## src/rtl/iterative_divider16_pkg.sv

```systemverilog
// Shared types and helpers for the iterative restoring divider.
package div_pkg;

   localparam int DIV_W = 16;

   typedef enum logic [1:0] {
      IDLE   = 2'd0,
      DIVIDE = 2'd1,
      FIXUP  = 2'd2,
      DONE   = 2'd3
   } div_state_t;

   // Unsigned magnitude of an operand: two's-complement negate only when the
   // operand is signed and negative. 0x8000 maps to itself (read as unsigned).
   function automatic logic [DIV_W-1:0] abs_mag(input logic [DIV_W-1:0] value,
                                                input logic             signedFlag);
      if (signedFlag && value[DIV_W-1])
         abs_mag = ~value + 1'b1;
      else
         abs_mag = value;
   endfunction

endpackage

```

## src/rtl/iterative_divider16_if.sv

```systemverilog
// Start/done handshake and result bus between the execute stage and the divider.
interface iterative_divider16_if
   import div_pkg::*;
#(
   parameter int M = DIV_W
);
   logic         start;
   logic         signedFlag;
   logic [M-1:0] dividend;
   logic [M-1:0] divisor;
   logic         busy;
   logic         done;
   logic [M-1:0] quotient;
   logic [M-1:0] remainder;
   logic         divByZero;

   // Requester side (execute stage).
   modport master (
      output start, signedFlag, dividend, divisor,
      input  busy, done, quotient, remainder, divByZero
   );

   // Divider side.
   modport slave (
      input  start, signedFlag, dividend, divisor,
      output busy, done, quotient, remainder, divByZero
   );
endinterface

```

## src/rtl/iterative_divider16_div_step.sv

```systemverilog
// One restoring-division iteration: shift {R,Q} left, trial-subtract the
// divisor magnitude, keep the difference and set the quotient bit if it fits.
module div_step
   import div_pkg::*;
#(
   parameter int M = DIV_W
) (
   input  logic [M:0]   r_in,
   input  logic [M-1:0] q_in,
   input  logic [M-1:0] dmag,
   output logic [M:0]   r_out,
   output logic [M-1:0] q_out
);

   logic [M+1:0] shifted_r;
   logic [M+1:0] diff;

   // Partial remainder stays below the divisor, so the shifted value fits in
   // M+1 bits and the top bit of the M+2-bit difference is a clean sign bit.
   always_comb begin
      shifted_r = {r_in, q_in[M-1]};
      diff      = shifted_r - {2'b00, dmag};
      if (!diff[M+1]) begin
         r_out = diff[M:0];
         q_out = {q_in[M-2:0], 1'b1};
      end else begin
         r_out = shifted_r[M:0];
         q_out = {q_in[M-2:0], 1'b0};
      end
   end

endmodule

```

## src/rtl/iterative_divider16.sv

```systemverilog
// Multi-cycle restoring divider, one quotient bit per cycle, signed or
// unsigned, with a start/done handshake. Not pipelined: a new request is
// only taken in IDLE.
module iterative_divider16
   import div_pkg::*;
#(
   parameter int M = DIV_W
) (
   input  logic                  clk,
   input  logic                  rst,
   iterative_divider16_if.slave  bus
);

   localparam int               CW   = $clog2(M);
   localparam logic [CW-1:0]    LAST = CW'(M - 1);

   div_state_t   state_reg, state_next;
   logic [CW-1:0] cnt_reg;
   logic [M:0]    r_reg;
   logic [M-1:0]  q_reg;
   logic [M-1:0]  dmag_reg;
   logic          qneg_reg;
   logic          rneg_reg;
   logic [M-1:0]  quotient_reg;
   logic [M-1:0]  remainder_reg;
   logic          dbz_reg;

   logic [M:0]    r_step;
   logic [M-1:0]  q_step;
   logic          busy_now;
   logic          done_now;
   logic          accept;
   logic          zero_div;

   assign accept   = (state_reg == IDLE) && bus.start;
   assign zero_div = (bus.divisor == '0);

   div_step #(.M(M)) u_step (
      .r_in  (r_step_src_r()),
      .q_in  (q_reg),
      .dmag  (dmag_reg),
      .r_out (r_step),
      .q_out (q_step)
   );

   function automatic logic [M:0] r_step_src_r();
      return r_reg;
   endfunction

   // State register.
   always_ff @(posedge clk or posedge rst) begin
      if (rst)
         state_reg <= IDLE;
      else
         state_reg <= state_next;
   end

   // Next-state decode and handshake outputs.
   always_comb begin
      state_next = state_reg;
      busy_now   = 1'b0;
      done_now   = 1'b0;
      case (state_reg)
         IDLE: begin
            if (bus.start)
               state_next = zero_div ? DONE : DIVIDE;
         end
         DIVIDE: begin
            busy_now = 1'b1;
            if (cnt_reg == LAST)
               state_next = FIXUP;
         end
         FIXUP: begin
            busy_now   = 1'b1;
            state_next = DONE;
         end
         DONE: begin
            done_now   = 1'b1;
            state_next = IDLE;
         end
         default: state_next = IDLE;
      endcase
   end

   // Operand capture, iteration datapath and result registers. Results only
   // move on the divide-by-zero shortcut, in FIXUP, and on reset, so they are
   // held stable between operations.
   always_ff @(posedge clk or posedge rst) begin
      if (rst) begin
         cnt_reg       <= '0;
         r_reg         <= '0;
         q_reg         <= '0;
         dmag_reg      <= '0;
         qneg_reg      <= 1'b0;
         rneg_reg      <= 1'b0;
         quotient_reg  <= '0;
         remainder_reg <= '0;
         dbz_reg       <= 1'b0;
      end else begin
         case (state_reg)
            IDLE: begin
               if (accept) begin
                  q_reg    <= abs_mag(bus.dividend, bus.signedFlag);
                  dmag_reg <= abs_mag(bus.divisor, bus.signedFlag);
                  qneg_reg <= bus.signedFlag & (bus.dividend[M-1] ^ bus.divisor[M-1]);
                  rneg_reg <= bus.signedFlag & bus.dividend[M-1];
                  r_reg    <= '0;
                  cnt_reg  <= '0;
                  if (zero_div) begin
                     quotient_reg  <= '1;
                     remainder_reg <= bus.dividend;
                     dbz_reg       <= 1'b1;
                  end
               end
            end
            DIVIDE: begin
               r_reg   <= r_step;
               q_reg   <= q_step;
               cnt_reg <= cnt_reg + 1'b1;
            end
            FIXUP: begin
               // Signs are restored mod 2^M; -0x8000 wraps to 0x8000 naturally.
               quotient_reg  <= qneg_reg ? (~q_reg + 1'b1) : q_reg;
               remainder_reg <= rneg_reg ? (~r_reg[M-1:0] + 1'b1) : r_reg[M-1:0];
               dbz_reg       <= 1'b0;
            end
            default: ;
         endcase
      end
   end

   assign bus.busy      = busy_now;
   assign bus.done      = done_now;
   assign bus.quotient  = quotient_reg;
   assign bus.remainder = remainder_reg;
   assign bus.divByZero = dbz_reg;

endmodule
```

## src/flat_wrapper.sv

```systemverilog
// flat-port wrapper written by rule: the top's interface ports become plain ports
module iterative_divider16_flat import div_pkg::*;
#(
   parameter int M = DIV_W
)
  (clk, rst, bus_start, bus_signedFlag, bus_dividend, bus_divisor, bus_busy, bus_done, bus_quotient, bus_remainder, bus_divByZero);
  iterative_divider16_if #(.M(M)) bus_i ();
  input  logic clk;
  input  logic rst;
  input wire logic [$bits(bus_i.start)-1:0] bus_start;
  input wire logic [$bits(bus_i.signedFlag)-1:0] bus_signedFlag;
  input wire logic [$bits(bus_i.dividend)-1:0] bus_dividend;
  input wire logic [$bits(bus_i.divisor)-1:0] bus_divisor;
  output wire logic [$bits(bus_i.busy)-1:0] bus_busy;
  output wire logic [$bits(bus_i.done)-1:0] bus_done;
  output wire logic [$bits(bus_i.quotient)-1:0] bus_quotient;
  output wire logic [$bits(bus_i.remainder)-1:0] bus_remainder;
  output wire logic [$bits(bus_i.divByZero)-1:0] bus_divByZero;
  assign bus_i.start = bus_start;
  assign bus_i.signedFlag = bus_signedFlag;
  assign bus_i.dividend = bus_dividend;
  assign bus_i.divisor = bus_divisor;
  assign bus_busy = bus_i.busy;
  assign bus_done = bus_i.done;
  assign bus_quotient = bus_i.quotient;
  assign bus_remainder = bus_i.remainder;
  assign bus_divByZero = bus_i.divByZero;
  iterative_divider16 #(.M(M)) u_core (.clk(clk), .rst(rst), .bus(bus_i));
endmodule
```

## config.mk

```make
export PLATFORM = sky130hd
export DESIGN_NAME = iterative_divider16_flat
export DESIGN_NICKNAME = d
export VERILOG_FILES = /design/src/rtl/iterative_divider16_pkg.sv /design/src/rtl/iterative_divider16_if.sv /design/src/rtl/iterative_divider16_div_step.sv /design/src/rtl/iterative_divider16.sv /design/src/flat_wrapper.sv
export SDC_FILE = /design/constraint.sdc
export NUM_CORES = 1
export LEC_CHECK = 0
export CORE_MARGIN = 2
export CORE_UTILIZATION = 61
export CTS_CLUSTER_SIZE = 8
export DETAILED_ROUTE_END_ITERATION = 10
export PLACE_DENSITY = 0.89
export SYNTH_ARGS = -nofsm -noshare
export SYNTH_HDL_FRONTEND = slang
export SYNTH_SLANG_ARGS = --single-unit
```

## constraint.sdc

```tcl
create_clock -name clk -period 5.3 [get_ports clk]
set_input_delay 0.53 -clock clk [delete_from_list [all_inputs] [get_ports clk]]
set_output_delay 0.53 -clock clk [all_outputs]
set_load 0.02 [all_outputs]
```

==> impl_metrics.ini <==
[outcome]
outcome = finished clean

[clocking]
cts_hold_buf = 0
cts.sinks = 90
cts_setup_buffers = 0
cts_tree = built
clock_latency_ns = 0.37
numCtsBuffers = 9
cts_resized = 0
clock_tree.buffer_depth = 2
cts_root_buf = clkbuf_8
cts.reportedPaths.clkPinSlew_ns = 0.10
cts_max_level = 3

[die]
fp-row-count = 36
io_pins = 71
die_w_um = 103
core_region_area_um2 = 9680
initial_utilization = 0.622
die-area_um2 = 10700
die_y_um = 103

[placed_design]
place_ws_ns = 1.88
port_buffers = 70
dpl-instance-area_um2 = 6770
gp_congestion = 0.951
hpwl_um = 11600

[timing]
hold_viol = 0
rsz0062_at_grt = no
setup-tns-final_ns = 0
max_clock_freq_mhz = 328
hold_slack_ns = 0.484
finClkSkew_ns = 0.0124
slew_viol_final = 0
setup_slack_ns = 2.25
fin_crit_sh = 0.575
max_slew_margin = 0.228
tightest_slew_ns = 1.16
layout_min_cycle_time_ns = 3.05
finalSetupViolations = 0

[finish]
largest_reg_flops = 17
final_common_cell = nand2_1
syn_to_final_growth_pct = 15.5
nets = 808
final_cell_mix = 99 x nand2_1, 90 x dfrtp_1, 70 x clkdlybuf4s50_1, 59 x o21ai_0, 45 x nor2_1
drive_gt1_frac = 0.0493
stdcell_area_um2 = 6970
antenna_cells = 0

[logic_synthesis]
synthArstFlopShare = 1.00
synth.avg_cell_area_um2 = 8.65
ys_seq_area_frac = 0.374
synthCells = 697
dominantRegCellSynth = dfrtp_1
synth_cell_types = 65
ys_ff_latch = 90
syn-num-nets = 759
synth.cell_area_um2 = 6030
ys_warn_count = 0
synth-edff-count = 0

[pwr]
total_power_mw = 4.78
pwr-share-seq = 0.273
ir_drop_uv = 498
internal_power_mw = 2.45
power_density_nw_per_um2 = 687
cellLeakagePower_nw = 2.89
pwr-share-comb = 0.625
p_clk_frac = 0.102
switching_share = 0.487
power.switching_mw = 2.33

[grt]
grt.total_usage = 0.305
grt_max_degree = 52
grt_pass1_vias = 5313
grt_overflow = 0
grt_pass1_wl_um = 25000
antenna_found_initial = 0

[setup_path]
critPathSlowestCell = a41o_1
cp_max_fo = 38
path_cells = clkdlybuf4s50_1 -> or3_4 -> nor4_2 -> nand2b_1 -> nor3_4 -> a41o_1 -> a31oi_1
crit_type = input port to flip-flop
start_kind = input port
arrival_ns = 3.25
rr_worst_depth = 9
cpPeakStageDelay_ns = 0.99
crit_required_ns = 5.50
setup.worst_path.end_class = flip-flop

[worst_hold_path]
holdCritPathClass = flip-flop to flip-flop
holdPathStages = 2

[routing]
wirelength_um = 15200
drtAntennaViolNets = 0
dr_total_vias = 5367
viasPerCell = 6.07
drt_iter0_markers = 304
detail_route.wl_per_cell_um = 17.2
drc = 0
dr.pass1.iters = 5

[flow_run]
max-cap-violations = 0
[per-stage QoR]
stage / cells / utilization
after floorplan: 697 / -
after global placement: 868 / 0.699
after detailed placement: 868 / 0.699
after CTS: 884 / 0.719
after global routing: 884 / 0.719
final: 884 / 0.719
[metal layers]
metal  global-route usage  share of wire  up-vias
met2                0.527           0.49      189
met3               0.0504          0.056       61
li1                     -              -     2578
met4                0.162          0.052        0
met5                    0              0        -
met1                0.364           0.40     2539
[cell type report]
type	instances	area (um2)
repair buffers	75	738
fillers	759	2720
well taps	133	166
clock buffers	10	128
multi-input cells	538	3490
clock inverters	6	72.6
flip-flops and latches	90	2250
inverters	32	121
[synthesized netlist by cell type (6+ instances only)]
cell	n	share of area
a21oi_1	32	0.027
and2_1	6	0.0062
o41ai_1	10	0.015
o21ai_1	32	0.027
xor2_1	40	0.058
clkbuf_1	25	0.016
mux2i_1	23	0.038
nor2_1	45	0.028
o31ai_1	10	0.012
a31oi_1	18	0.019
nand2_1	99	0.062
ha_1	25	0.052
or3_1	9	0.0093
nor3_1	7	0.0058
xnor2_1	26	0.038
a21o_1	8	0.010
o21ai_0	59	0.049
inv_1	32	0.020
dfrtp_1	90	0.37
a22oi_1	8	0.010
nand3_1	12	0.010
[power by group through the flow]
stage	Clock (mW)	Combinational [mW]	Sequential, mW
2_1_floorplan	0	2.15	1.33
3_3_place_gp	0	2.85	1.29
6_report	0.486	2.99	1.31
4_1_cts	0.491	2.98	1.30
3_5_place_dp	0	2.96	1.31
5_1_grt	0.515	3.29	1.35
[cell families after synthesis]
family          synth area share
xor+xnor                  0.0959
compound gates             0.224
simple gates               0.165
flops                      0.374
mux                       0.0382
fa+ha+maj                 0.0552
buf+inv                   0.0486
[critical path: cells and delay by family]
| kind | cells | cell delay (ns) |
|---|---|---|
| compound gates | 2 | 1.21 |
| simple gates | 4 | 1.03 |
| buf+inv | 1 | 0.46 |
[final timing paths]
| path | from | endpoint | slack, ns |
|---|---|---|---|
| max | bus_divisor[7] | u_core.bus.quotient[10] | 2.25 |
| max in group asynchronous | rst | u_core.q_reg[6] | 3.61 |
| min reg2reg | u_core.bus.remainder[5] | u_core.bus.remainder[5] | 0.48 |
| min | u_core.bus.remainder[5] | u_core.bus.remainder[5] | 0.48 |
| min in group asynchronous | rst | u_core.bus.remainder[12] | 0.62 |
| max reg2reg | u_core.r_reg[7] | u_core.r_reg[10] | 2.42 |
No activity file was read; power rests on OpenSTA's default activity.
